--- src/rtl/cpu_pkg.sv ---
// Shared CPU definitions: fetch FSM state encoding, datapath widths and the
// sequential PC step used by the fetch controller.
package cpu_pkg;

    localparam int INSTR_W = 32;
    localparam int ADDR_W  = 32;

    localparam logic [ADDR_W-1:0] PC_INC = 32'd4;

    localparam logic [2:0] IDLE  = 3'd0;
    localparam logic [2:0] FETCH = 3'd1;
    localparam logic [2:0] WAIT  = 3'd2;
    localparam logic [2:0] EXEC  = 3'd3;
    localparam logic [2:0] HALT  = 3'd4;

    typedef enum logic [2:0] {
        ST_IDLE  = IDLE,
        ST_FETCH = FETCH,
        ST_WAIT  = WAIT,
        ST_EXEC  = EXEC,
        ST_HALT  = HALT
    } fetch_state_t;

    // Branch targets are word aligned, so only the word index of the target is taken.
    function automatic logic [ADDR_W-1:0] next_pc(
        input logic [ADDR_W-1:0] pc,
        input logic              take_branch,
        input logic [ADDR_W-3:0] target_word
    );
        next_pc = take_branch ? {target_word, 2'b00} : pc + PC_INC;
    endfunction

endpackage

--- src/rtl/fetch_timeout_cnt.sv ---
// Counts WAIT cycles of one fetch and flags the cycle in which the limit is
// reached. Only instantiated when PC_FETCH_TIMEOUT_EN is defined.
module fetch_timeout_cnt #(
    parameter int TIMEOUT_CYCLES = 16
) (
    input  logic clock,
    input  logic reset,
    input  logic clr,
    input  logic en,
    output logic expired
);

    localparam int CNT_W = $clog2(TIMEOUT_CYCLES + 1);

    logic [CNT_W-1:0] count;

    // expired marks the TIMEOUT_CYCLES-th WAIT cycle, so an ack in that same cycle still wins.
    assign expired = en && (count == CNT_W'(TIMEOUT_CYCLES - 1));

    always_ff @(posedge clock) begin
        if (reset || clr) begin
            count <= '0;
        end else if (en && !expired) begin
            count <= count + CNT_W'(1);
        end
    end

endmodule

--- src/rtl/pc_fetch_ctrl.sv ---
// Multi-cycle fetch controller: owns the PC, requests instructions, presents
// them to execute and commits the next PC. PC_FETCH_TIMEOUT_EN adds fetch_err.
module pc_fetch_ctrl
    import cpu_pkg::*;
#(
    parameter logic [ADDR_W-1:0] RESET_PC       = 32'h0000_0000,
    parameter int                TIMEOUT_CYCLES = 16
) (
    input  logic               clock,
    input  logic               reset,
    input  logic               Branch,
    input  logic               Zero,
    input  logic [ADDR_W-1:0]  Addr_result,
    input  logic               stall,
    input  logic               halt,
    input  logic               imem_ack,
    input  logic [INSTR_W-1:0] imem_rdata,
    output logic               imem_req,
    output logic [ADDR_W-1:0]  imem_addr,
    output logic               instr_valid,
    output logic [INSTR_W-1:0] instr,
    output logic [ADDR_W-1:0]  PC,
    output logic [ADDR_W-1:0]  branch_base_addr,
    output logic               halted
`ifdef PC_FETCH_TIMEOUT_EN
    ,
    output logic               fetch_err
`endif
);

    fetch_state_t state;

    logic unused_addr_bits;
    assign unused_addr_bits = ^Addr_result[1:0];

    assign imem_addr        = PC;
    assign branch_base_addr = PC;

`ifdef PC_FETCH_TIMEOUT_EN
    logic timeout_hit;

    fetch_timeout_cnt #(
        .TIMEOUT_CYCLES(TIMEOUT_CYCLES)
    ) u_timeout (
        .clock  (clock),
        .reset  (reset),
        .clr    (state == ST_FETCH),
        .en     (state == ST_WAIT),
        .expired(timeout_hit)
    );
`else
    localparam int unused_timeout_cycles = TIMEOUT_CYCLES;
`endif

    // Outputs are set on the transition into each state so they always match the state register.
    always_ff @(posedge clock) begin
        if (reset) begin
            state       <= ST_IDLE;
            PC          <= RESET_PC;
            instr       <= '0;
            instr_valid <= 1'b0;
            imem_req    <= 1'b0;
            halted      <= 1'b0;
`ifdef PC_FETCH_TIMEOUT_EN
            fetch_err   <= 1'b0;
`endif
        end else begin
            case (state)
                ST_IDLE: begin
                    state    <= ST_FETCH;
                    imem_req <= 1'b1;
                end
                ST_FETCH: begin
                    if (imem_ack) begin
                        instr       <= imem_rdata;
                        imem_req    <= 1'b0;
                        instr_valid <= 1'b1;
                        state       <= ST_EXEC;
                    end else begin
                        state <= ST_WAIT;
                    end
                end
                ST_WAIT: begin
                    if (imem_ack) begin
                        instr       <= imem_rdata;
                        imem_req    <= 1'b0;
                        instr_valid <= 1'b1;
                        state       <= ST_EXEC;
                    end
`ifdef PC_FETCH_TIMEOUT_EN
                    else if (timeout_hit) begin
                        imem_req  <= 1'b0;
                        halted    <= 1'b1;
                        fetch_err <= 1'b1;
                        state     <= ST_HALT;
                    end
`endif
                end
                ST_EXEC: begin
                    // Stall outranks halt, which outranks the PC commit.
                    if (stall) begin
                        state <= ST_EXEC;
                    end else if (halt) begin
                        instr_valid <= 1'b0;
                        halted      <= 1'b1;
                        state       <= ST_HALT;
                    end else begin
                        PC          <= next_pc(PC, Branch && Zero, Addr_result[ADDR_W-1:2]);
                        instr_valid <= 1'b0;
                        imem_req    <= 1'b1;
                        state       <= ST_FETCH;
                    end
                end
                ST_HALT: begin
                    state <= ST_HALT;
                end
                default: begin
                    state       <= ST_IDLE;
                    instr_valid <= 1'b0;
                    imem_req    <= 1'b0;
                    halted      <= 1'b0;
                end
            endcase
        end
    end

endmodule
--- config.mk ---
export PLATFORM = sky130hd
export DESIGN_NAME = pc_fetch_ctrl
export DESIGN_NICKNAME = d
export VERILOG_FILES = /design/src/rtl/cpu_pkg.sv /design/src/rtl/fetch_timeout_cnt.sv /design/src/rtl/pc_fetch_ctrl.sv
export SDC_FILE = /design/constraint.sdc
export NUM_CORES = 1
export LEC_CHECK = 0
export BUFFER_PORTS_ARGS = -buffer_cell sky130_fd_sc_hd__buf_2
export CORE_ASPECT_RATIO = 1.25
export CORE_MARGIN = 3
export CORE_UTILIZATION = 45
export CTS_CLUSTER_SIZE = 8
export DETAILED_ROUTE_END_ITERATION = 8
export PLACE_DENSITY_LB_ADDON = 0.1
export SETUP_SLACK_MARGIN = 0.05
export SLEW_MARGIN = 10
export SYNTH_ARGS = -nofsm -noshare
export SYNTH_HDL_FRONTEND = slang
export SYNTH_SLANG_ARGS = --single-unit
--- constraint.sdc ---
create_clock -name clock -period 3.32 [get_ports clock]
set_input_delay 0.166 -clock clock [delete_from_list [all_inputs] [get_ports clock]]
set_output_delay 0.166 -clock clock [all_outputs]
set_load 0.05 [all_outputs]
**After elaboration in Yosys (flattened, before gate mapping)**

Index checks and enable logic that the tools add are counted.

- Flip-flop bits (word level): 70
- Bits of input ports: 71

- Eq/ne operators: 9
- Muxes and demuxes: 16
- Bitwise gates (word level): 5
- Add/subtract/negate cells: 1
- Reduce and logical (&&, ||, !) cells: 10

Operator list:

| kind | count |
|---|---|
| adder 32 x 3 -> 32 bit, second input constant | 1 |
| 2-to-1 mux 32 bit | 1 |
| one-hot mux 3 bit (5 select lines) | 1 |
| 2-to-1 mux 3 bit | 3 |
| AND reduction 3 bit | 3 |
| 2-to-1 mux 1 bit | 8 |
| != test 2 bit, second input constant | 4 |
| equality test 3 x 2 -> 1 bit, second input constant | 2 |
| inverter 1 bit | 5 |
| one-hot mux 1 bit (4 select lines) | 1 |
| AND reduction 4 bit | 1 |
| OR reduction 2 bit | 2 |
| OR reduction 4 bit | 1 |
| equality test 3 x 1 -> 1 bit, second input constant | 1 |
| equality test 3 bit, second input constant | 1 |
| zero test 3 bit | 1 |
| one-hot mux 1 bit (3 select lines) | 1 |
| != test 2 x 1 -> 1 bit, second input constant | 1 |
| one-hot mux 1 bit (2 select lines) | 1 |
| AND reduction 2 bit | 1 |
| logical AND 1 bit | 1 |

**Longest topological paths before layout**

Gate-level depths: netlist (run 1).

- Depth in word-level cells: 4
- Gate-level depth with buffers: 8
- Gate-level depth less buffers: 6

**Least setup slack after synthesis (run 1)**

OpenSTA, ideal clock, no wires.

- Path kind: register to register
- Start point: register PC[2]
- End point: register PC[22]
- Arrival time: 2742 ps
- Data required time: 3240 ps
- Library setup time: 80 ps
- Stages on the path, launching flop included: 8
- Slack: 498 ps
- Clock period less this slack: 2822 ps
- Cell sequence: dfxtp_1 ha_1 and4_1 clkbuf_1 nand4_1 or2_2 or4b_2 a22oi_1

- Cells in the longest elaborated chain, start to end: 2

RTL lines:

| item | line | RTL |
|---|---|---|
| from (decl) | pc_fetch_ctrl.sv:22 | `output logic [ADDR_W-1:0] PC,` |
| from (signal assigned) | pc_fetch_ctrl.sv:108 | `PC <= next_pc(PC, Branch && Zero, Addr_result[ADDR_W-1:2]);` |
| adder 32 x 3 -> 32 bit | cpu_pkg.sv:30 | `next_pc = take_branch ? {target_word, 2'b00} : pc + PC_INC;` |
| 2-to-1 mux 32 bit | cpu_pkg.sv:30 |  |

Every way passes these cells.
A chain may end at the register's enable or synchronous reset.

**Final worst setup path (run 1)**

- Start point: register PC[7]
- End point: register PC[25]

The elaborated chain is that of the path after synthesis.

==> impl_metrics.json, run 1 <==
{
  "drc": 0,
  "hold_path_startpoint": "imem_rdata[10]",
  "slowest_stage": "or4_1",
  "final_net_count": 704,
  "async_flop_share_pct": 0,
  "holdCritPathClass": "input port to flip-flop",
  "drt_iter0_drc": 161,
  "synth_compound_area_share_pct": 19.8,
  "rsz0062_at_grt": "false",
  "cts_buffers": 9,
  "synthAdderAreaFrac_pct": 0.326,
  "area_delta_synth_final_pct": 18.6,
  "io_buffers": 193,
  "clock_latency_ns": 0.34,
  "initial_core_util_pct": 46.4,
  "grt_overflow_total": 0,
  "synth_simple_gate_area_share_pct": 25.5,
  "synth_cell_types": 52,
  "postSynthCellCount": 518,
  "fin_setup_tns_ns": 0,
  "via_per_inst": 5.41,
  "reg2reg_depth": 5,
  "critPathArrivalTime_ns": 2.85,
  "finalMaxSlewViolations": 0,
  "grt_usage_pct": 21.8,
  "finClkSkew_ns": 0.00579,
  "cts-root-buf": "clkbuf_8",
  "hold_viol": 0,
  "outcome": "completed",
  "cts_max_level": 3,
  "timing.final.crit_share_pct": 77.7,
  "worst_slew_pin_slew_ns": 0.938,
  "cts.sinks": 68,
  "reg2reg_from": "PC[7]",
  "synth_warnings": 0,
  "grt_max_degree": 49,
  "powerDensity_nw_per_um2": 443,
  "hold_depth": 3,
  "layout_commonest_cell": "buf_2",
  "crit_required_ns": 3.59,
  "cp-end-kind": "flip-flop",
  "crit_family": "simple AND/OR/NAND/NOR gates",
  "cp-startpoint": "PC[7]",
  "grt_pass1_wl_um": 16700,
  "muxShareOfSynthArea_pct": 1.37,
  "floorplan.die_area_um2": 9690,
  "drive_gt1_share_pct": 35.4,
  "finalWeightedCongestion": 0.805,
  "mostFrequentLayoutCells": "193 x buf_2, 102 x nand2_1, 68 x dfxtp_1, 55 x a21oi_1, 31 x nor2_1",
  "routed_wl_um": 10600,
  "critPathBufInv": 0,
  "tritoncts": "built",
  "path_clk_slew_ns": 0.07,
  "relSlewSlack_pct": 36.6,
  "synth_edf_count": 0,
  "stdcell_count": 732,
  "cts.path.max_buffers": 2,
  "netlist_area_um2": 3840,
  "crit_path_max_incr_delay_ns": 0.71,
  "n_fill_cell": 846,
  "timing.rr.end": "PC[25]",
  "setup_viol_count_final": 0,
  "pin_count": 202,
  "max_freq_mhz": 388,
  "cp_max_fo": 10,
  "cts_resized": 0,
  "drt-pass1-iter-count": 4,
  "drv_cap": 0,
  "antenna_found_initial": 1,
  "first_global_vias": 3489,
  "worstPathCellList": "nand3_2, or4_1, or4_1, or4_1, a31oi_1",
  "crit_type": "flip-flop to flip-flop",
  "design_area_um2": 4560,
  "setup.worst_path.start_class": "flip-flop",
  "dr_total_vias": 3961,
  "dpl_cell_area_um2": 4380,
  "chipWidth_um": 88.6,
  "core_um2": 8290,
  "regToRegSetupSlack_ns": 0.74,
  "holdWs_ns": 0.0550,
  "synth_xor_xnor_area_share_pct": 0.228,
  "yosys_register_bits": 68,
  "post-route-min-period_ns": 2.58,
  "die_h_um": 109,
  "wl_per_cell_um": 14.4,
  "syn_avg_cell_area_um2": 7.42,
  "dp_hpwl_um": 7590,
  "whs_endpoint": "instr[10]",
  "cts_hold_buf": 0,
  "ys_seq_area_share_pct": 35.4,
  "synth_flop_cell": "dfxtp_1",
  "num_rows": 37,
  "p_leak_nw": 2.13,
  "ir_drop_mv": 0.268,
  "cp_common_cell": "or4_1",
  "dp.cells": 718,
  "antenna_cells": 0,
  "ant_nets": 0,
  "power_w": 0.00202,
  "post_cts_buffers": 0,
  "synth_top_family_by_area": "simple AND/OR/NAND/NOR gates"
}
cell type report:
class	instances	area [um^2]	share of cell area (%)
multi-input combinational	345	1850	40.5
timing repair buffer	202	1030	22.7
sequential	68	1360	29.9
tap	97	121	2.66
clock buffer	11	131	2.88
inverter	6	22.5	0.494
clock inverter	3	40.0	0.879
stage by stage:
stage | worst slack, ns | util (%)
3_3_place_gp | 0.792 | 52.9
2_1_floorplan | 0.498 | -
4_1_cts | 0.726 | 55.0
3_5_place_dp | 0.746 | 52.9
6_report | 0.740 | 55.0
5_1_grt | 0.521 | 55.0
kinds of logic after synthesis:
| logic type | Yosys count |
|---|---|
| multiplexers | 5 |
| adder cells (fa/ha/maj) | 1 |
| AO/OA/AOI/OAI | 123 |
| AND/OR/NAND/NOR | 209 |
| XOR/XNOR | 1 |
| other | 1 |
| flip-flops | 68 |
| buffers and inverters | 110 |
metal layers:
| layer | up-vias | GRT usage [%] | wire [um] |
|---|---|---|---|
| met3 | 17 | 5.70 | 829 |
| li1 | 1966 | - | - |
| met1 | 1820 | 26.9 | 4430 |
| met4 | 2 | 8.64 | 200 |
| met2 | 156 | 36.0 | 5100 |
| met5 | - | 0 | 13 |
report_power, final:
group / leakage [nW] / internal (W) / switching [W]
registers: 0.553 / 0.000861 / 0.0000387
logic: 1.48 / 0.000121 / 0.000356
clock network: 0.0890 / 0.000337 / 0.000302
Yosys cell counts (5+ instances only):
| master | n | area share (%) |
|---|---|---|
| buf_4 | 66 | 13 |
| nand4_1 | 11 | 1.8 |
| nand2_1 | 102 | 10 |
| dfxtp_1 | 68 | 35 |
| inv_1 | 6 | 0.59 |
| a22oi_1 | 6 | 1.2 |
| and3_1 | 8 | 1.3 |
| nor3_1 | 9 | 1.2 |
| o21ai_0 | 16 | 2.1 |
| o22ai_1 | 5 | 0.81 |
| or4_1 | 6 | 1.2 |
| nor4_1 | 7 | 1.1 |
| o31ai_1 | 5 | 0.98 |
| a21oi_1 | 55 | 7.2 |
| nor2_1 | 31 | 3.0 |
| nand3_1 | 13 | 1.7 |
| clkbuf_1 | 33 | 3.2 |
| a211oi_1 | 6 | 1.2 |
worst register-to-register path: cells and delay by family (launching register included):
family | cells | cell delay (ns)
AO/OA/AOI/OAI | 1 | 0.17
AND/OR/NAND/NOR | 4 | 1.84
flip-flops | 1 | 0.50
flip-flops by register name (all words and copies together) (netlist names):
signal,flops
instr,32
PC,30
state,3
halted,1
imem_req,1
instr_valid,1
worst max path at each step:
| stage | endpoint | slack, ns | cells after the start |
|---|---|---|---|
| 3_5_place_dp | PC[25] | 0.75 | 5 |
| 3_3_place_gp | PC[25] | 0.79 | 5 |
| 5_1_grt | PC[25] | 0.52 | 5 |
| 6_report | PC[25] | 0.74 | 5 |
| 2_1_floorplan | PC[22] | 0.50 | 7 |
| 4_1_cts | PC[25] | 0.73 | 5 |
Note: power is estimated with default switching activity, not from simulation.
==> inputs of run 2 (changes only) <==
--- a/config.mk
+++ b/config.mk
@@ -8,7 +8,7 @@
 export BUFFER_PORTS_ARGS = -buffer_cell sky130_fd_sc_hd__buf_2
 export CORE_ASPECT_RATIO = 1.25
 export CORE_MARGIN = 3
-export CORE_UTILIZATION = 45
+export CORE_UTILIZATION = 41
 export CTS_CLUSTER_SIZE = 8
 export DETAILED_ROUTE_END_ITERATION = 8
 export PLACE_DENSITY_LB_ADDON = 0.1
==> constraint.sdc (replaced) <==
create_clock -name clock -period 2.35 [get_ports clock]
set_input_delay 0.1175 -clock clock [delete_from_list [all_inputs] [get_ports clock]]
set_output_delay 0.1175 -clock clock [all_outputs]
set_load 0.05 [all_outputs]
==> run 2 against run 1 <==
Net effect:
- die area rose by 9.1%
- setup slack worse by 0.56 ns
- flip-flop and latch count unchanged
- maximum frequency up 19%
- critical path type unchanged
==> impl_metrics.json, run 2 (synthesis results as in run 1) <==
{
  "outcome": "completed",
  "layout_commonest_cell": "buf_2",
  "rsz0062_at_grt": "false",
  "area_delta_synth_final_pct": 31.3,
  "drive_gt1_share_pct": 39.2,
  "setup.worst_path.start_class": "flip-flop",
  "grt_overflow_total": 0,
  "die_h_um": 114,
  "design_area_um2": 5040,
  "floorplan.die_area_um2": 10600,
  "drt-pass1-iter-count": 5,
  "chipWidth_um": 92.6,
  "timing.final.crit_share_pct": 92.5,
  "core_um2": 8890,
  "via_per_inst": 5.27,
  "grt_usage_pct": 21.2,
  "ant_nets": 0,
  "finalWeightedCongestion": 0.816,
  "setup_viol_count_final": 0,
  "initial_core_util_pct": 43.2,
  "tritoncts": "built",
  "finClkSkew_ns": 0.0109,
  "post_cts_buffers": 0,
  "multi_input_area_um2": 1870,
  "route.met3.wl_um": 931,
  "p_leak_nw": 2.33,
  "pin_count": 202,
  "crit_required_ns": 2.56,
  "crit_path_max_incr_delay_ns": 0.57,
  "post-route-min-period_ns": 2.17,
  "ir_drop_mv": 0.393,
  "cts.sinks": 68,
  "fin_setup_tns_ns": 0,
  "cts.path.max_buffers": 2,
  "cp-end-kind": "flip-flop",
  "antenna_cells": 0,
  "max_freq_mhz": 460,
  "holdCritPathClass": "input port to flip-flop",
  "drt_iter0_drc": 167,
  "seq_area_um2": 1410,
  "top_register": "instr",
  "first_global_vias": 3849,
  "critPathArrivalTime_ns": 2.39,
  "routed_wl_um": 11300,
  "powerDensity_nw_per_um2": 600,
  "dpl_cell_area_um2": 4580,
  "n_fill_cell": 857,
  "route.layer.met1.wl_um": 4590,
  "wl_per_cell_um": 14.2,
  "finalMaxSlewViolations": 0,
  "cts-root-buf": "clkbuf_8",
  "topRoutingLayerUsed": "met5",
  "drc": 0,
  "dr_total_vias": 4177,
  "cts_buffers": 9,
  "dp_hpwl_um": 7910,
  "met2WireLength_um": 5560,
  "clock_latency_ns": 0.35,
  "antenna_found_initial": 1,
  "hold_viol": 0,
  "final_net_count": 740,
  "cts_hold_buf": 23,
  "crit_type": "flip-flop to flip-flop",
  "worstPathCellList": "nand3_2, or4_1, buf_4, nor3_1, a311oi_1, a2111oi_0",
  "io_buffers": 193,
  "num_rows": 38,
  "cts_max_level": 3,
  "mostFrequentLayoutCells": "193 x buf_2, 101 x nand2_1, 55 x a21oi_1, 48 x dfxtp_1, 31 x nor2_1",
  "slowest_stage": "or4_1",
  "cp_max_fo": 10,
  "grt_max_degree": 35,
  "cts_resized": 0,
  "largest_reg_flops": 32,
  "drv_cap": 0,
  "path_clk_slew_ns": 0.08,
  "grt_pass1_wl_um": 18300,
  "top_regs": "instr: 32 flops, PC: 30 flops, state: 3 flops"
}
-- run 2: worst paths after layout --
| kind | slack (ns) | cells after the start | from | to |
|---|---|---|---|---|
| worst max-delay path | 0.18 | 6 | PC[10] | PC[23] |
| worst min-delay path | 0.01 | 3 | imem_rdata[20] | instr[20] |
| worst max register to register | 0.18 | 6 | PC[10] | PC[23] |
| worst min register to register | 0.46 | 2 | instr[28] | instr[28] |
-- run 2: metal layers --
layer	global-route usage, %	vias to the layer above
met5	0	-
met4	9.32	2
met3	5.92	20
met2	35.5	181
met1	25.4	1923
li1	-	2051
-- run 2: metrics by stage --
stage	util [%]	setup slack [ns]	total power, W	hold WS, ns	cells
finish	56.7	0.177	0.00303	0.0131	793
global route	56.7	0.0563	0.00317	0.0131	793
CTS	56.6	0.171	0.00306	0.000124	792
detailed placement	51.5	0.242	0.00198	0.363	753
global placement	51.5	0.271	0.00197	0.357	753
floorplan	-	0.0309	0.00181	0.254	523
-- run 2: cell type report --
cell class,instances,area share [%]
clock inverters,2,0.198
multi-input cells,345,37.0
repair buffers,238,27.0
flip-flops and latches,68,28.0
well taps,120,2.98
clock buffers,14,4.27
inverters,6,0.447
-- run 2: worst max-delay path: cells and delay by family, from the launching register on --
family | cells | cell delay, ns
buffers and inverters | 1 | 0.20
AND/OR/NAND/NOR | 3 | 0.90
AO/OA/AOI/OAI | 2 | 0.55
flip-flops | 1 | 0.40
-- run 2: where the power goes --
group | switching, W | internal [W] | total [W] | leakage [nW]
logic | 0.000514 | 0.000203 | 0.000717 | 1.64
registers | 0.0000555 | 0.00121 | 0.00126 | 0.566
clock network | 0.000454 | 0.000596 | 0.00105 | 0.119
total | 0.00102 | 0.00200 | 0.00303 | 2.33
